==> src/rtl/operand_entry_fsm_if.sv <==
// rtl/operand_entry_fsm_if.sv - operand entry key/switch inputs and ALU operand outputs
//
// Purpose: bundles the raw front-panel inputs and the latched ALU-side outputs
//          of operand_entry_fsm.
// Signals: key_n[1:0] raw active-low buttons (0 = ENTER, 1 = BANK)
//          sw[9:0]    slide switches (7:0 operand data, 9:8 op-select low bits)
//          opA/opB    latched operands, S registered op select,
//          phase      FSM state code, start one-cycle "operands ready" pulse
// Modports: master drives the inputs (panel side), slave is the FSM.

interface operand_entry_fsm_if;
  logic [1:0] key_n;
  logic [9:0] sw;
  logic [7:0] opA;
  logic [7:0] opB;
  logic [3:0] S;
  logic [1:0] phase;
  logic       start;

  modport master (output key_n, sw, input opA, opB, S, phase, start);
  modport slave  (input key_n, sw, output opA, opB, S, phase, start);
endinterface

==> src/rtl/operand_entry_fsm.sv <==
// rtl/operand_entry_fsm.sv - debounced two-key operand entry FSM for an ALU front panel
//
// Purpose: synchronizes and debounces ENTER/BANK keys, sequences operand entry
//          LOAD_A -> LOAD_B -> RUN, and drives the registered op select S.
// Ports:   clk      system clock, all state on rising edge
//          reset_n  synchronous active-low reset
//          bus      operand_entry_fsm_if.slave (key_n, sw in; opA, opB, S, phase, start out)

module operand_entry_fsm #(
  parameter int unsigned DEBOUNCE_CYCLES = 500000
) (
  input  logic                  clk,
  input  logic                  reset_n,
  operand_entry_fsm_if.slave    bus
);

  localparam int unsigned CW = (DEBOUNCE_CYCLES < 2) ? 1 : $clog2(DEBOUNCE_CYCLES + 1);
  localparam logic [CW-1:0] CNT_LAST = CW'(DEBOUNCE_CYCLES - 1);

  typedef enum logic [1:0] {
    LOAD_A = 2'b00,
    LOAD_B = 2'b01,
    RUN    = 2'b10,
    UNUSED = 2'b11
  } phase_e;

  logic [1:0]         meta_q;
  logic [1:0]         sync_q;
  logic [1:0]         stable_q;
  logic [1:0]         press_q;
  logic [1:0][CW-1:0] cnt_q;

  phase_e     phase_q;
  logic [7:0] opa_q;
  logic [7:0] opb_q;
  logic [1:0] bank_q;
  logic [3:0] s_q;
  logic       start_q;

  logic enter_ev;
  logic bank_ev;

  // Synchronizer and per-key debounce. The counter only runs while the
  // synchronized level disagrees with the stable level; the press pulse is
  // raised on the same edge the stable level falls, so the FSM acts one
  // cycle later.
  always_ff @(posedge clk) begin
    if (!reset_n) begin
      meta_q   <= 2'b11;
      sync_q   <= 2'b11;
      stable_q <= 2'b11;
      press_q  <= 2'b00;
      cnt_q    <= '0;
    end else begin
      meta_q  <= bus.key_n;
      sync_q  <= meta_q;
      press_q <= 2'b00;
      for (int k = 0; k < 2; k++) begin
        if (sync_q[k] == stable_q[k]) begin
          cnt_q[k] <= '0;
        end else if (cnt_q[k] == CNT_LAST) begin
          cnt_q[k]    <= '0;
          stable_q[k] <= sync_q[k];
          // Only a 1->0 transition of the stable level is a press.
          press_q[k]  <= stable_q[k];
        end else begin
          cnt_q[k] <= cnt_q[k] + CW'(1);
        end
      end
    end
  end

  assign enter_ev = press_q[0];
  assign bank_ev  = press_q[1];

  // Operand entry FSM with registered outputs. S reflects the state held
  // before the edge, so it blanks for one cycle on entering RUN and shows
  // the bank/sw code for one cycle after leaving it.
  always_ff @(posedge clk) begin
    if (!reset_n) begin
      phase_q <= LOAD_A;
      opa_q   <= 8'h00;
      opb_q   <= 8'h00;
      bank_q  <= 2'b00;
      s_q     <= 4'b1111;
      start_q <= 1'b0;
    end else begin
      start_q <= 1'b0;
      s_q     <= 4'b1111;
      case (phase_q)
        LOAD_A: begin
          if (enter_ev) begin
            opa_q   <= bus.sw[7:0];
            phase_q <= LOAD_B;
          end
        end
        LOAD_B: begin
          if (enter_ev) begin
            opb_q   <= bus.sw[7:0];
            phase_q <= RUN;
            start_q <= 1'b1;
          end
        end
        RUN: begin
          s_q <= {bank_q, bus.sw[9:8]};
          // ENTER wins over a coincident BANK press.
          if (enter_ev) begin
            phase_q <= LOAD_A;
          end else if (bank_ev) begin
            bank_q <= bank_q + 2'd1;
          end
        end
        default: begin
          phase_q <= LOAD_A;
        end
      endcase
    end
  end

  assign bus.opA   = opa_q;
  assign bus.opB   = opb_q;
  assign bus.S     = s_q;
  assign bus.phase = phase_q;
  assign bus.start = start_q;

endmodule

==> src/flat_wrapper.sv <==
// flat-port wrapper written by rule: the top's interface ports become plain ports
module operand_entry_fsm_flat 
#(
  parameter int unsigned DEBOUNCE_CYCLES = 500000
)
  (clk, reset_n, bus_key_n, bus_sw, bus_opA, bus_opB, bus_S, bus_phase, bus_start);
  operand_entry_fsm_if bus_i ();
  input  logic clk;
  input  logic reset_n;
  input wire logic [$bits(bus_i.key_n)-1:0] bus_key_n;
  input wire logic [$bits(bus_i.sw)-1:0] bus_sw;
  output wire logic [$bits(bus_i.opA)-1:0] bus_opA;
  output wire logic [$bits(bus_i.opB)-1:0] bus_opB;
  output wire logic [$bits(bus_i.S)-1:0] bus_S;
  output wire logic [$bits(bus_i.phase)-1:0] bus_phase;
  output wire logic [$bits(bus_i.start)-1:0] bus_start;
  assign bus_i.key_n = bus_key_n;
  assign bus_i.sw = bus_sw;
  assign bus_opA = bus_i.opA;
  assign bus_opB = bus_i.opB;
  assign bus_S = bus_i.S;
  assign bus_phase = bus_i.phase;
  assign bus_start = bus_i.start;
  operand_entry_fsm #(.DEBOUNCE_CYCLES(DEBOUNCE_CYCLES)) u_core (.clk(clk), .reset_n(reset_n), .bus(bus_i));
endmodule
==> config.mk <==
export PLATFORM = sky130hd
export DESIGN_NAME = operand_entry_fsm_flat
export DESIGN_NICKNAME = d
export VERILOG_FILES = /design/src/rtl/operand_entry_fsm_if.sv /design/src/rtl/operand_entry_fsm.sv /design/src/flat_wrapper.sv
export SDC_FILE = /design/constraint.sdc
export NUM_CORES = 1
export LEC_CHECK = 0
export CORE_UTILIZATION = 58
export DETAILED_ROUTE_END_ITERATION = 12
export GPL_TIMING_DRIVEN = 0
export PLACE_DENSITY_LB_ADDON = 0.08
export SLEW_MARGIN = 30
export SYNTH_ARGS = -nofsm -noshare
export SYNTH_HDL_FRONTEND = slang
export SYNTH_SLANG_ARGS = --single-unit
==> constraint.sdc <==
create_clock -name clk -period 3.5 [get_ports clk]
set_input_delay 0.525 -clock clk [delete_from_list [all_inputs] [get_ports clk]]
set_output_delay 0.525 -clock clk [all_outputs]
set_load 0.03 [all_outputs]
Yosys cells after proc, flatten, opt, wreduce, memory -nomap -nowiden

Cells that the tools add are included.

Bits in registers: 71
Input bits: 14
Output and inout port bits: 23
Logic and storage cells: 50

Add/sub/neg operators: 3
Equal/unequal tests: 9
Muxes and demuxes: 5
Bitwise logic cells: 6
Reductions and logical operators: 13

Operator list:

| cell                    | number |
|---|---|
| $add A19 B1 Y19 const B | 2 |
| $eq A19 B19 Y1 const B  | 2 |
| $reduce_and A2 Y1       | 6 |
| $reduce_or A3 Y1        | 4 |
| $mux W2                 | 3 |
| $ne A2 B1 Y1 const B    | 3 |
| $not A1 Y1              | 6 |
| $pmux W2 S3             | 1 |
| $reduce_and A3 Y1       | 2 |
| $add A2 B1 Y2 const B   | 1 |
| $eq A1 B1 Y1            | 2 |
| $eq A2 B1 Y1 const B    | 1 |
| $eq A2 B2 Y1 const B    | 1 |
| $logic_not A2 Y1        | 1 |
| $mux W1                 | 1 |

Logic depth before layout (Yosys ltp)

Depth after elaboration: 3
Gate-level depth with buffers: 8
Gate-level depth less buffers: 5

Worst setup path after synthesis

OpenSTA, ideal clock, no wires.

Kind: flip-flop to flip-flop
Start point: reg u_core.cnt_q[10] in the netlist's numbering
End point: reg u_core.cnt_q[10] in the netlist's numbering
Library setup time: 0.115 ns
Arrival time: 1.882 ns
Required time: 3.385 ns
Path slack: 1.503 ns
Stages on the path, launching flop included: 6
Buffers on the path: 1
Cell sequence: dfxtp_1 > or4_1 > or4_4 > o211ai_4 > buf_8 > nor2_1

Cells in the longest elaborated chain, start to end: 2
Elaborated cells between the ends (all ways): 3
Classes of those cells: add/sub: 1; eq/ne: 1; reduce/logical: 1

Ends and longest elaborated chain:

| element                                                                 | RTL line                | source |
|---|---|---|
| start, declared                                                         | operand_entry_fsm.sv:31 | `logic [1:0][CW-1:0] cnt_q;` |
| start signal, assigned by index                                         | operand_entry_fsm.sv:67 | `cnt_q[k] <= cnt_q[k] + CW'(1);` |
| parallel branches: the longest is 2 deep, another holds $add A19 B1 Y19 | n/a                     |  |

Several ways; the timed one is not identified.
A chain may end at the register's enable or synchronous reset.

Worst setup path in the final report

Start point: reg u_core.cnt_q[19] in the netlist's numbering
End point: reg u_core.cnt_q[29] in the netlist's numbering

The elaborated chain is that of the path after synthesis.

==> out/metrics.yaml <==
vias_per_cell: 5.262
skew_ns: 0.009521
num-fill-cells: 371
place_ws_ns: 1.192
area_growth_pct: 23.33
synth_top_family_by_area: "simple AND/OR/NAND/NOR gates"
synth-adder-area-share_pct: 0.8772
syn-num-nets: 329
cp_max_fo: 10
cp_slowest_cell: "clkbuf_1"
synth.avg_cell_area_um2: 9.114
nets: 376
hold_start: "u_core.meta_q[1]"
p_per_area_nw_per_um2: 442.7
fin_util_pct: 74.49
port-buffer-count: 36
post_cts_buffers: 0
required_ns: 3.71
path_common_cell: "clkbuf_1"
clk_path_buf_depth: 2
totalWireLength_mm: 5.241
drive_gt1_share_pct: 6.849
grt_pass1_wl_mm: 9.177
cp_cell_sequence: "ha_1 -> and4_1 -> clkbuf_1 -> and4_1 -> a21o_1 -> clkbuf_1 -> clkbuf_1 -> nor2_1"
final-hold-violation-count: 0
synth_cell_type_count: 37
max_freq_ghz: 0.4413
finalSetupViolCount: 0
grt_util_all_layers_pct: 22.84
drv_slew: 0
ir_worst_vdd_mv: 0.3312
maxCapViolCount: 0
hold_path.class: "flop to flop"
regArea_um2: 1421
overflow: 0
path_clk_slew_ns: 0.07
drt_pass1_iterations: 4
slowest_delay_ns: 0.38
num_rows: 25
die_w_um: 72.13
detail_route.iter0.violations: 76
ys_ff_latch: 71
avgRoutedWirePerCell_um: 12.13
startpoint: "u_core.cnt_q[19]"
numClockSinks: 71
muxShareOfSynthArea_pct: 2.807
multi_input_area_um2: 1350
clkLatencyLatePin_ns: 0.34
coreArea_um2: 4723
dr_total_vias: 2273
grt_pass1_vias: 2127
criticalPathCategory: "flop to flop"
crit_arrival_ns: 2.48
final.period_utilization_pct: 64.75
ant_nets: 0
ios: 37
setup_ws_ns: 1.234
synth_xor_area_share_pct: 9.518
fin_tns_setup_ns: 0
cts_tree: "yes"
n_antenna_cell: 0
rsz0062_at_grt: "false"
status: "complete, no violations"
cts_root_buf: "clkbuf_8"
max_slew_margin_pct: 58.66
synth_compound_gate_area_share_pct: 6.316
setup.worst_path.start_class: "flop"
dp_hpwl_mm: 3.638
ys_warn_count: 0
ys_top_cells_by_area: "dfxtp_1 (50%), nor2_1 (5.9%), xor2_1 (5.2%)"
worstSetupEndpointType: "flop"
syn_inst: 313
drc: 0
antenna_found_initial: 0
yosys.area.top_type: "dfxtp_1"
tightest_slew_ns: 0.6200
start_util_pct: 60.40
grt_max_degree: 13
dieArea_um2: 5203
post-synth-top-area-fraction_pct: 49.82
ctsHoldBuffers: 0
syn-cell-area_um2: 2853
yosysSeqAreaShare_pct: 49.82
yosys.area_share.simple_pct: 27.81
fin_crit_ns: 2.266
power_leakage_nw: 1.134
gp_congestion: 0.8187
rr_startpoint: "u_core.cnt_q[19]"
fp.dieH_um: 72.13
cts_buffers: 9
cts_resized: 0
h-tree-depth: 3
[kinds of logic after synthesis]
family	Yosys count
xor+xnor	31
mux	8
buf+inv	16
simple gates	155
compound gates	30
flops	71
fa+ha+maj	2
[state kept, by name, indices dropped and copies added (netlist names)]
register / count
u_core.cnt_q: 38
u_core.bus.opA: 8
u_core.bus.opB: 8
u_core.bus.S: 4
u_core.bank_q: 2
u_core.bus.phase: 2
u_core.meta_q: 2
u_core.press_q: 2
u_core.stable_q: 2
u_core.sync_q: 2
u_core.bus.start: 1
[layout make-up]
cell class | instances | area share, %
well taps | 67 | 2.383
repair buffers | 36 | 10.24
inverters | 5 | 0.5334
clock inverters | 6 | 2.383
flip-flops and latches | 71 | 40.40
multi-input cells | 226 | 38.37
clock buffers | 10 | 3.912
plain buffers | 11 | 1.778
[metal layers]
metal	up-vias	GRT usage (%)	wire length (um)
met5	-	0	0
met3	6	7.778	270
met1	1039	28.77	2529
met4	0	8.279	72
met2	51	36.45	2368
li1	1177	-	-
[metrics by stage]
step	instance area [um2]	std cells	hold WS, ns	power (W)
floorplan	2853	313	0.3863	0.0008441
detailed placement	3297	416	0.3941	0.0008645
global route	3518	432	0.4399	0.001619
CTS	3518	432	0.4112	0.001576
finish	3518	432	0.4081	0.001557
global placement	3297	416	0.3889	0.0008644
[cell usage after synthesis (all sizes together)]
| cell | count |
|---|---|
| a211o | 1 |
| a21o | 1 |
| a21oi | 17 |
| and2 | 2 |
| and3 | 4 |
| and4 | 6 |
| buf | 2 |
| clkbuf | 9 |
| dfxtp | 71 |
| ha | 2 |
| inv | 5 |
| mux2i | 8 |
| nand2 | 34 |
| nand2b | 4 |
| nand3 | 12 |
| nand3b | 1 |
| nand4 | 12 |
| nand4b | 1 |
| nor2 | 45 |
| nor3 | 6 |
| nor3b | 1 |
| nor4 | 6 |
| nor4b | 1 |
| nor4bb | 2 |
| o211ai | 2 |
| o21ai | 7 |
| o31ai | 2 |
| or2 | 5 |
| or3 | 7 |
| or4 | 5 |
| or4b | 1 |
| xnor2 | 14 |
| xor2 | 17 |
[power by group]
group          switching (W)  internal [W]  leakage, nW
clock               0.000294      0.000418        0.116
sequential        0.00000188      0.000810        0.573
combinational      0.0000150     0.0000186        0.445
[worst paths after layout]
check / to / slack, ns / cells after the start
max: u_core.cnt_q[29] / 1.23 / 8
min: u_core.sync_q[1] / 0.41 / 1
max reg2reg: u_core.cnt_q[29] / 1.23 / 8
min reg2reg: u_core.sync_q[1] / 0.41 / 1
[placed cells by master, fill, tap and decap left out, types with 7 or more instances in the layout]
master	instances
clkdlybuf4s50_1	36
o21ai_0	7
xnor2_1	14
nor2_1	45
xor2_1	17
clkbuf_1	8
a21oi_1	17
dfxtp_1	71
nand2_1	34
nand4_1	12
nand3_1	12
or3_1	7
mux2i_1	8
clkbuf_8	11
[worst max-delay path: cells and delay by family, from the launching register on]
kind	cells	cell delay, ns
simple gates	3	0.55
compound gates	1	0.11
fa+ha+maj	1	0.20
buf+inv	3	0.94
flops	1	0.34
Power figures use the tool's default switching activity.
